==> src/rtl/mpy_32_multi.sv <==
// mpy_32_multi: multi-channel double-precision multiply sequencer
// (Mpy_32 32x32 and Mpy_32_16 32x16) built on shared basic-op units.
//
// Ports:
//   clock           rising-edge clock
//   reset           synchronous, active-high
//   start           job request, sampled only in IDLE
//   mode            0 = Mpy_32, 1 = Mpy_32_16
//   var1, var2      packed operands, channel c at [32c+31:32c]
//   out             packed registered results
//   done            one-cycle pulse when the job completes
//   busy            high in every state except IDLE
//   L_mult_*        operands to / result from the shared L_mult
//   mult_*          operands to / result from the shared mult
//   L_mac_*         operands to / result from the shared L_mac
//   Unit operands are driven to zero in states that do not use them.
//
// Option: define MPY_32_MULTI_OVF_EN to add output ovf, a sticky
// per-job flag of any overflow reported by a unit in use.

module mpy_32_multi #(
  parameter int NUM_CH = 2
) (
  input  logic                 clock,
  input  logic                 reset,
  input  logic                 start,
  input  logic                 mode,
  input  logic [32*NUM_CH-1:0] var1,
  input  logic [32*NUM_CH-1:0] var2,
  output logic [32*NUM_CH-1:0] out,
  output logic                 done,
  output logic                 busy,
  output logic [15:0]          L_mult_outa,
  output logic [15:0]          L_mult_outb,
  input  logic [31:0]          L_mult_in,
  input  logic                 L_mult_overflow,
  output logic [15:0]          mult_outa,
  output logic [15:0]          mult_outb,
  input  logic [15:0]          mult_in,
  input  logic                 mult_overflow,
  output logic [15:0]          L_mac_outa,
  output logic [15:0]          L_mac_outb,
  output logic [31:0]          L_mac_outc,
  input  logic [31:0]          L_mac_in,
  input  logic                 L_mac_overflow
`ifdef MPY_32_MULTI_OVF_EN
  ,
  output logic                 ovf
`endif
);

  localparam int CW =
    (NUM_CH > 1) ? $clog2(NUM_CH) : 1;
  localparam logic [CW-1:0] LAST =
    CW'(NUM_CH - 1);

  localparam logic [2:0] IDLE    = 3'd0;
  localparam logic [2:0] S_LMULT = 3'd1;
  localparam logic [2:0] S_MAC1  = 3'd2;
  localparam logic [2:0] S_MAC2  = 3'd3;
  localparam logic [2:0] S_DONE  = 3'd4;

  logic [2:0]           state;
  logic [2:0]           state_d;
  logic [CW-1:0]        ch;
  logic [31:0]          acc;
  logic [32*NUM_CH-1:0] v1_q;
  logic [32*NUM_CH-1:0] v2_q;
  logic                 mode_q;

  logic [31:0] op1;
  logic [31:0] op2;
  logic [15:0] hi1;
  logic [15:0] lo1;
  logic [15:0] hi2;
  logic [15:0] lo2;

  logic st_idle;
  logic st_lmult;
  logic st_mac1;
  logic st_mac2;
  logic st_mac;
  logic accept;
  logic last_step;
  logic ch_last;

  // Operand pair of the channel being worked on.
  always_comb begin
    op1 = '0;
    op2 = '0;
    for (int c = 0; c < NUM_CH; c++) begin
      if (ch == CW'(c)) begin
        op1 = v1_q[32*c +: 32];
        op2 = v2_q[32*c +: 32];
      end
    end
  end

  assign hi1 = op1[31:16];
  assign lo1 = op1[15:0];
  assign hi2 = op2[31:16];
  // In Mpy_32_16 the low half of var2 is n.
  assign lo2 = op2[15:0];

  assign st_idle  = (state == IDLE);
  assign st_lmult = (state == S_LMULT);
  assign st_mac1  = (state == S_MAC1);
  assign st_mac2  = (state == S_MAC2);
  assign st_mac   = st_mac1 | st_mac2;
  assign accept   = st_idle & start;
  assign ch_last  = (ch == LAST);

  // Mpy_32_16 finishes a channel after the
  // first L_mac; Mpy_32 needs a second one.
  assign last_step =
    st_mac2 | (st_mac1 & mode_q);

  assign done = (state == S_DONE);
  assign busy = ~st_idle;

  // L_mult: hi1 x hi2, or hi1 x n in 32x16.
  always_comb begin
    L_mult_outa = '0;
    L_mult_outb = '0;
    if (st_lmult) begin
      L_mult_outa = hi1;
      L_mult_outb = mode_q ? lo2 : hi2;
    end
  end

  // mult: cross terms of the DPF product.
  always_comb begin
    mult_outa = '0;
    mult_outb = '0;
    unique case (1'b1)
      st_mac1: begin
        mult_outa = mode_q ? lo1 : hi1;
        mult_outb = lo2;
      end
      st_mac2: begin
        mult_outa = lo1;
        mult_outb = hi2;
      end
      default: ;
    endcase
  end

  // L_mac folds the mult result into acc.
  // Kept apart from the mult block so the
  // mult_in return path is not a false loop.
  assign L_mac_outa = st_mac ? mult_in : '0;
  assign L_mac_outb = st_mac ? 16'd1 : '0;
  assign L_mac_outc = st_mac ? acc : '0;

  always_comb begin
    state_d = state;
    unique case (1'b1)
      st_idle: begin
        if (start) state_d = S_LMULT;
      end
      st_lmult:
        state_d = S_MAC1;
      last_step:
        state_d = ch_last ? S_DONE : S_LMULT;
      st_mac1 & ~mode_q:
        state_d = S_MAC2;
      done:
        state_d = IDLE;
      default:
        state_d = IDLE;
    endcase
  end

  always_ff @(posedge clock) begin
    if (reset) begin
      state  <= IDLE;
      ch     <= '0;
      acc    <= '0;
      out    <= '0;
      v1_q   <= '0;
      v2_q   <= '0;
      mode_q <= 1'b0;
    end else begin
      state <= state_d;
      if (accept) begin
        v1_q   <= var1;
        v2_q   <= var2;
        mode_q <= mode;
        ch     <= '0;
      end
      if (st_lmult) acc <= L_mult_in;
      if (st_mac)   acc <= L_mac_in;
      if (last_step) begin
        for (int c = 0; c < NUM_CH; c++) begin
          if (ch == CW'(c)) begin
            out[32*c +: 32] <= L_mac_in;
          end
        end
        if (!ch_last) ch <= ch + CW'(1);
      end
    end
  end

`ifdef MPY_32_MULTI_OVF_EN
  logic ovf_hit;

  // Only flags from units actually in use
  // this cycle count.
  assign ovf_hit =
    (st_lmult & L_mult_overflow) |
    (st_mac & (mult_overflow | L_mac_overflow));

  always_ff @(posedge clock) begin
    if (reset) begin
      ovf <= 1'b0;
    end else if (accept) begin
      ovf <= 1'b0;
    end else if (ovf_hit) begin
      ovf <= 1'b1;
    end
  end
`else
  logic unused_ovf;
  assign unused_ovf = ^{L_mult_overflow,
                        mult_overflow,
                        L_mac_overflow};
`endif

endmodule

==> config.mk <==
export PLATFORM = sky130hd
export DESIGN_NAME = mpy_32_multi
export DESIGN_NICKNAME = d
export VERILOG_FILES = /design/src/rtl/mpy_32_multi.sv
export SDC_FILE = /design/constraint.sdc
export NUM_CORES = 1
export LEC_CHECK = 0
export CAP_MARGIN = 10
export CORE_UTILIZATION = 30
export CTS_BUF_LIST = sky130_fd_sc_hd__clkbuf_16
export DETAILED_ROUTE_END_ITERATION = 10
export GPL_TIMING_DRIVEN = 0
export SLEW_MARGIN = 40
export SYNTH_ARGS = -nofsm -noshare
export SYNTH_HDL_FRONTEND = slang
export SYNTH_SLANG_ARGS = --single-unit
==> constraint.sdc <==
create_clock -name clock -period 5.7 [get_ports clock]
set_input_delay 1.425 -clock clock [delete_from_list [all_inputs] [get_ports clock]]
set_output_delay 1.425 -clock clock [all_outputs]
set_load 0.03 [all_outputs]
==> metrics <==
outcome finished, final reports clean; critical-path cell list buf_2 > nand2b_1 > inv_1 > clkbuf_1 > clkbuf_1 > and2_1 > clkdlybuf4s50_1; Cell Area, Placed 15000 µm²; Max-slew headroom 46.2%; Vias 10.2k; clock slew at reported path FFs 0.06 ns; number of global-route vias before repair 10.1k; crit path from state[1]; Post-Synth Simple-Gate Area 23.1%; final hold vios 0; HP Class flop to flop; Final Critical Period 4.81 ns; Compound-Gate Fraction of Synth Area 12.2%; Die X-Extent 189 µm; register bit total from synthesis 229; Core Rows 68; initial core utilization 30.5%; GRT busiest layer met2; Post-DP HPWL 30700 µm; cell count after placement 2053; worst r2r src mode_q; final WL 40000 µm; Worst-Skew Late Latency 0.54 ns; setup TNS 0 ns; delay-heaviest family, CP buffers and inverters; fillers 3458; Setup-failing EPs final 0; core footprint 34500 µm²; Worst EP arrival 3.38 ns; initial antenna violation count 1; largest net degree at the start of global routing 14; Tcrit/Tclk final 84.4%; Max H-tree Level 1; Setup Buffers After CTS 0; first-pass GRT wire length 59800 µm; Setup Skew 0.0116 ns; Area Growth Syn to Fin 51.6%; num ports 409; Core Util, Final 46.2%; GRT Total Usage 21.7%; DR WL/cell 19.1 µm; Cell Count, Final, Fillers Out 2098; GR Util met3 2.84%; Max rail drop VDD 0.000231 V; share of layout cells above drive strength 1 8.70%; Crit. End Element output port; height of the die 189 µm; MaxCap Viol Count 0; Antenna Cells 0; GRT met1 Usage 27.8%; Setup CP Type flop to output port; Root Driver clkbuf_16; cell leakage power 5.91 nW; Fmax 208 MHz; Worst-Margin Slew 0.807 ns; Clock Sinks 229; worst-path maximum fanout 10; Seq/Total Area, Yosys 43.7%; total CTS buffers 28; CTS max path bufs 3; Pwr Density 307 nW/µm²; Placer Congestion 0.848; Pre-Repair DR Iteration Count 4; Worst R2R Path Depth 5; Hold Buf Count CTS 0; Routed Antenna Nets 0; Finished Cell Area 15900 µm²; grt met2 use 37.9%; multiplexer share of the synthesized area 14.5%; Setup crit start kind flop; reg2reg end out[20]; largest family of logic cells by synthesized area simple AND/OR/NAND/NOR gates; Buf/Inv on CP 5; slowest cell on the critical path clkdlybuf4s50_1; syn avg cell area 8.78 µm²; Max Slew Vio Count 0; synthesized cell area 10500 µm²; global route overflow 0; Crit path depth 7; Syn. warnings 0; unrepaired setup endpoints after global routing no; Critical Path End mult_outb[13]; adder-cell share of the synthesized area 0%; worst path required time 4.28 ns; cell count after synthesis 1195; count of different cell masters after synthesis 31; nets@finish 1843; most frequent cell on the critical path clkbuf_1; Via-to-Cell Ratio 4.84; Synth Area in XOR/XNOR 0%; r2r setup slk 3.73 ns; PostCTS Resize Cnt 0; Die ar. 35700 µm²; Iteration-0 DRC Markers 350; DRC 0; Crit path largest cell delay 0.68 ns; CTS tree done; # port buffers 389
-- Yosys cell counts --
master    instances  share of area [%]
o21ai_0           1              0.048
mux4_2           32                6.9
or3_1             2               0.12
mux2i_1          80                7.6
o22ai_1          32                1.9
o21ba_2           1              0.095
a21oi_1         130                6.2
a31oi_1           1              0.060
a21boi_0          1              0.072
clkbuf_1         54                1.9
nor3_2            1              0.095
buf_2            31                1.5
buf_4            23                1.6
nor2_1           68                2.4
nand2b_1         98                5.8
nor3b_1           1              0.072
nor2b_1          16               0.95
or4b_1            2               0.19
and2_1           64                3.8
nand2_1         260                9.3
nand3b_1          1              0.072
clkinv_1          1              0.036
or2_2             1              0.060
a211oi_1         32                2.3
nor4b_2           1               0.14
nand3_1           1              0.048
buf_6            12                1.3
conb_1            1              0.036
a221o_1          16                1.5
inv_1             2              0.072
dfxtp_1         229                 44
-- kinds of logic after synthesis --
kind of cell,after synthesis
AND/OR/NAND/NOR,516
flip-flops,229
AO/OA/AOI/OAI,214
buffers and inverters,123
multiplexers,112
other,1
-- final cells by class --
class                   count  area (µm²)  area share (%)
multi-input cells         857        5290            33.3
flip-flops and latches    229        4580            28.8
repair buffers            389        3890            24.5
clock buffers              29         726            4.56
plain buffers             120         666            4.18
well taps                 455         569            3.58
clock inverters            16         169            1.06
inverters                   3        11.3          0.0708
-- through the flow --
stage                     hold WS [ns]  worst slack [ns]  power [mW]
after floorplan                  0.436              2.57        2.62
after global placement           0.442              1.36        3.14
after detailed placement         0.446              1.36        3.16
after CTS                        0.454             0.789        4.92
after global routing             0.473             0.689        5.10
final                            0.452             0.890        4.88
-- per-layer routing --
layer / part of all wire [%] / wire (µm)
met1: 43 / 17200
met2: 48 / 19200
met3: 6.1 / 2430
met4: 2.8 / 1130
met5: 0.043 / 17
-- power by group --
part           internal (mW)  switching (mW)
registers               1.76          0.0916
clock network           1.05           0.710
logic                  0.549           0.715
-- worst min-delay path by stage --
stage	startpoint	endpoint	slack, ns	depth (start not counted)
final	v1_q[51]	v1_q[51]	0.45	2
after CTS	v1_q[57]	v1_q[57]	0.45	2
after global placement	v1_q[56]	v1_q[56]	0.44	2
after global routing	v1_q[59]	v1_q[59]	0.47	2
after floorplan	v1_q[16]	v1_q[16]	0.44	2
after detailed placement	v1_q[57]	v1_q[57]	0.45	2
-- state kept, by name (all words and copies together), names as in the netlist --
name	cells
v2_q	64
mode_q	1
out	64
v1_q	64
state	3
acc	32
ch	1
-- cells in the final DEF (no fill, tap or decap), types with 2 or more instances in the layout --
cell | Yosys | routed
a211oi_1 | 32 | 32
nand2_1 | 260 | 260
buf_2 | 31 | 31
or4b_1 | 2 | 2
clkbuf_16 | 0 | 29
buf_6 | 12 | 12
mux4_2 | 32 | 32
mux2i_1 | 80 | 80
buf_4 | 23 | 23
clkinv_2 | 0 | 4
conb_1 | 1 | 15
clkbuf_1 | 54 | 54
and2_1 | 64 | 64
a21oi_1 | 130 | 130
nand2b_1 | 98 | 98
inv_1 | 2 | 5
clkinv_4 | 0 | 2
a221o_1 | 16 | 16
nor2_1 | 68 | 68
clkdlybuf4s50_1 | 0 | 389
o22ai_1 | 32 | 32
clkinv_1 | 1 | 2
dfxtp_1 | 229 | 229
clkinvlp_4 | 0 | 2
bufinv_16 | 0 | 3
or3_1 | 2 | 2
nor2b_1 | 16 | 16
-- tightest hold or removal path, delay by kind of cell, from the launching register on --
family             cells  cell delay, ns
DFF                    1            0.31
and+or+nand+nor        1            0.05
AOI/OAI and AO/OA      1            0.05
(Power assumes the default switching activity.)
==> variant, RTL diff (config.mk and constraints unchanged) <==
Put a register stage on the output `L_mult_outa`. The value now appears one clock later. The other outputs are not delayed to match.
--- a/src/rtl/mpy_32_multi.sv
+++ b/src/rtl/mpy_32_multi.sv
@@ -62,2 +62,4 @@
 
+  logic [15:0] L_mult_outa_d;
+
   logic [2:0]           state;
@@ -122,6 +124,6 @@
   always_comb begin
-    L_mult_outa = '0;
+    L_mult_outa_d = '0;
     L_mult_outb = '0;
     if (st_lmult) begin
-      L_mult_outa = hi1;
+      L_mult_outa_d = hi1;
       L_mult_outb = mode_q ? lo2 : hi2;
@@ -228,2 +230,6 @@
 
+  always_ff @(posedge clock) begin
+    L_mult_outa <= L_mult_outa_d;
+  end
+
 endmodule
Behaviour: not the same (Yosys sat finds a counterexample within 4 cycles, from zero or initial values and one cycle with reset high).
==> variant against the unedited design <==
  * Worst hold slack improved by 0.71 ps
  * Cell area grew 2.3%
  * Utilization fell by 0.42 points
  * Count of clock-buffer cells in the layout unchanged
  * Global-route usage fell by 0.10 points
  * Routed wire length is 1.8% higher
  * Power up 3.9%
  * Setup slack got worse by 29 ps
  * Sequential share of layout area increased by 1.3 points
  * Synthesized area rose by 3.1%
  * Sequential cell count up 16
  * Die area increased by 3.1%
  * Largest cell class unchanged
==> variant: results (changes against the unedited design) <==
| Metric | Value |
|---|---|
| First-pass detailed-route iteration total | `5 (+1)` |
| Vias per cell | `4.82 (-0.43%)` |
| Outcome | `finished, final reports clean` |
| Top cells by count, synth | `260 x nand2_1, 245 x dfxtp_1, 130 x a21oi_1, 98 x nand2b_1, 80 x mux2i_1` |
| Source of the worst hold timing path | `v1_q[16]` |
| Reg power frac | `0.389 (+0.009)` |
| Wire length of the first global-routing pass | `60400 um (+0.99%)` |
| Initial antenna violation count | `1 (unchanged)` |
| PortBufs | `389 (unchanged)` |
| Worst Tran Pin Value | `828 ps (+20.5 ps)` |
| Pre-CTS setup slack | `1340 ps (-20.4 ps)` |
| Wirelength per Cell | `19.1 um (+0.39%)` |
| Critical path launch point type | `flip-flop` |
| Layout cells sized above 1 | `0.0841 (-0.00290)` |
| Skew final | `12.9 ps (+1.36 ps)` |
| NumNets Final | `1859 (+0.87%)` |
| Clock tree buffer depth | `3 (unchanged)` |
| Worst reg2reg startpoint | `mode_q` |
| Int Power | `3520 uW (+4.7%)` |
| Routability cong. | `0.848 (about the same)` |
| Post-CTS resize count | `0 (unchanged)` |
| Ranking of synthesized cells by area | `dfxtp_1 45%, nand2_1 9.0%, mux2i_1 7.4%` |
| Worst EP arrival | `3410 ps (+30 ps)` |
| Post-synthesis sequential area ratio | `0.453 (+0.0164)` |
| DRT iter0 DRCs | `373 (+6.6%)` |
| Worst VDD drop | `0.261 mV (+13%)` |
| Overall routing resource usage | `0.216 (-0.00100)` |
| Static leakage | `0.00605 uW (+2.5%)` |
| Pin count of the biggest net entering global routing | `14 (unchanged)` |
| Dpl hpwl | `30800 um (+0.49%)` |
| Vias in the first global route | `10329 (+2.6%)` |
variant: worst paths after layout:
check | slack [ps] | cells past startpoint | to
max reg2reg | 3720 | 6 | out[32]
max | 860 | 7 | mult_outb[12]
min | 450 | 2 | v1_q[16]
min reg2reg | 450 | 2 | v1_q[16]
variant: metal layers:
metal	wire (um)	share of wire	vias to the layer above	GRT usage
li1	-	-	4927	-
met1	17000	0.42	4852	0.269
met2	19400	0.48	395	0.369
met3	3020	0.074	73	0.0433
met4	1260	0.031	0	0.0760
met5	0	0	-	0
variant: area by class of cell:
cell class / count / area, um2
Clock inverter: 21 / 193
Sequential cell: 245 / 4900
Buffer: 120 / 672
Antenna cell: 2 / 5.00
Inverter: 3 / 11.3
Clock buffer: 29 / 726
Timing Repair Buffer: 389 / 3890
Tap cell: 461 / 577
Fill cell: 3500 / 19300
Multi-Input combinational cell: 857 / 5290
variant: worst max-delay path, cell delays in order, from the launching register on:
cell and delay (ps):
dfxtp_1 310, buf_2 190, nand2b_1 160, inv_1 120
clkbuf_1 540, clkbuf_1 590, and2_1 270, clkdlybuf4s50_1 680
variant: metrics by stage:
stage,instances,instance area [um2],total power (uW)
floorplan,1225,10900,2740
global placement,2075,15300,3260
detailed placement,2075,15400,3280
CTS,2125,16300,5120
global route,2126,16300,5320
finish,2127,16300,5070
variant: kinds of logic (layout without fill, tap and decap cells):
logic type,after synthesis,in the layout,share of synthesized area
AND/OR/NAND/NOR,516,516,0.224
flip-flops,245,245,0.453
AO/OA/AOI/OAI,214,214,0.118
buffers and inverters,123,562,0.0631
multiplexers,112,112,0.141
other,1,17,0.000347
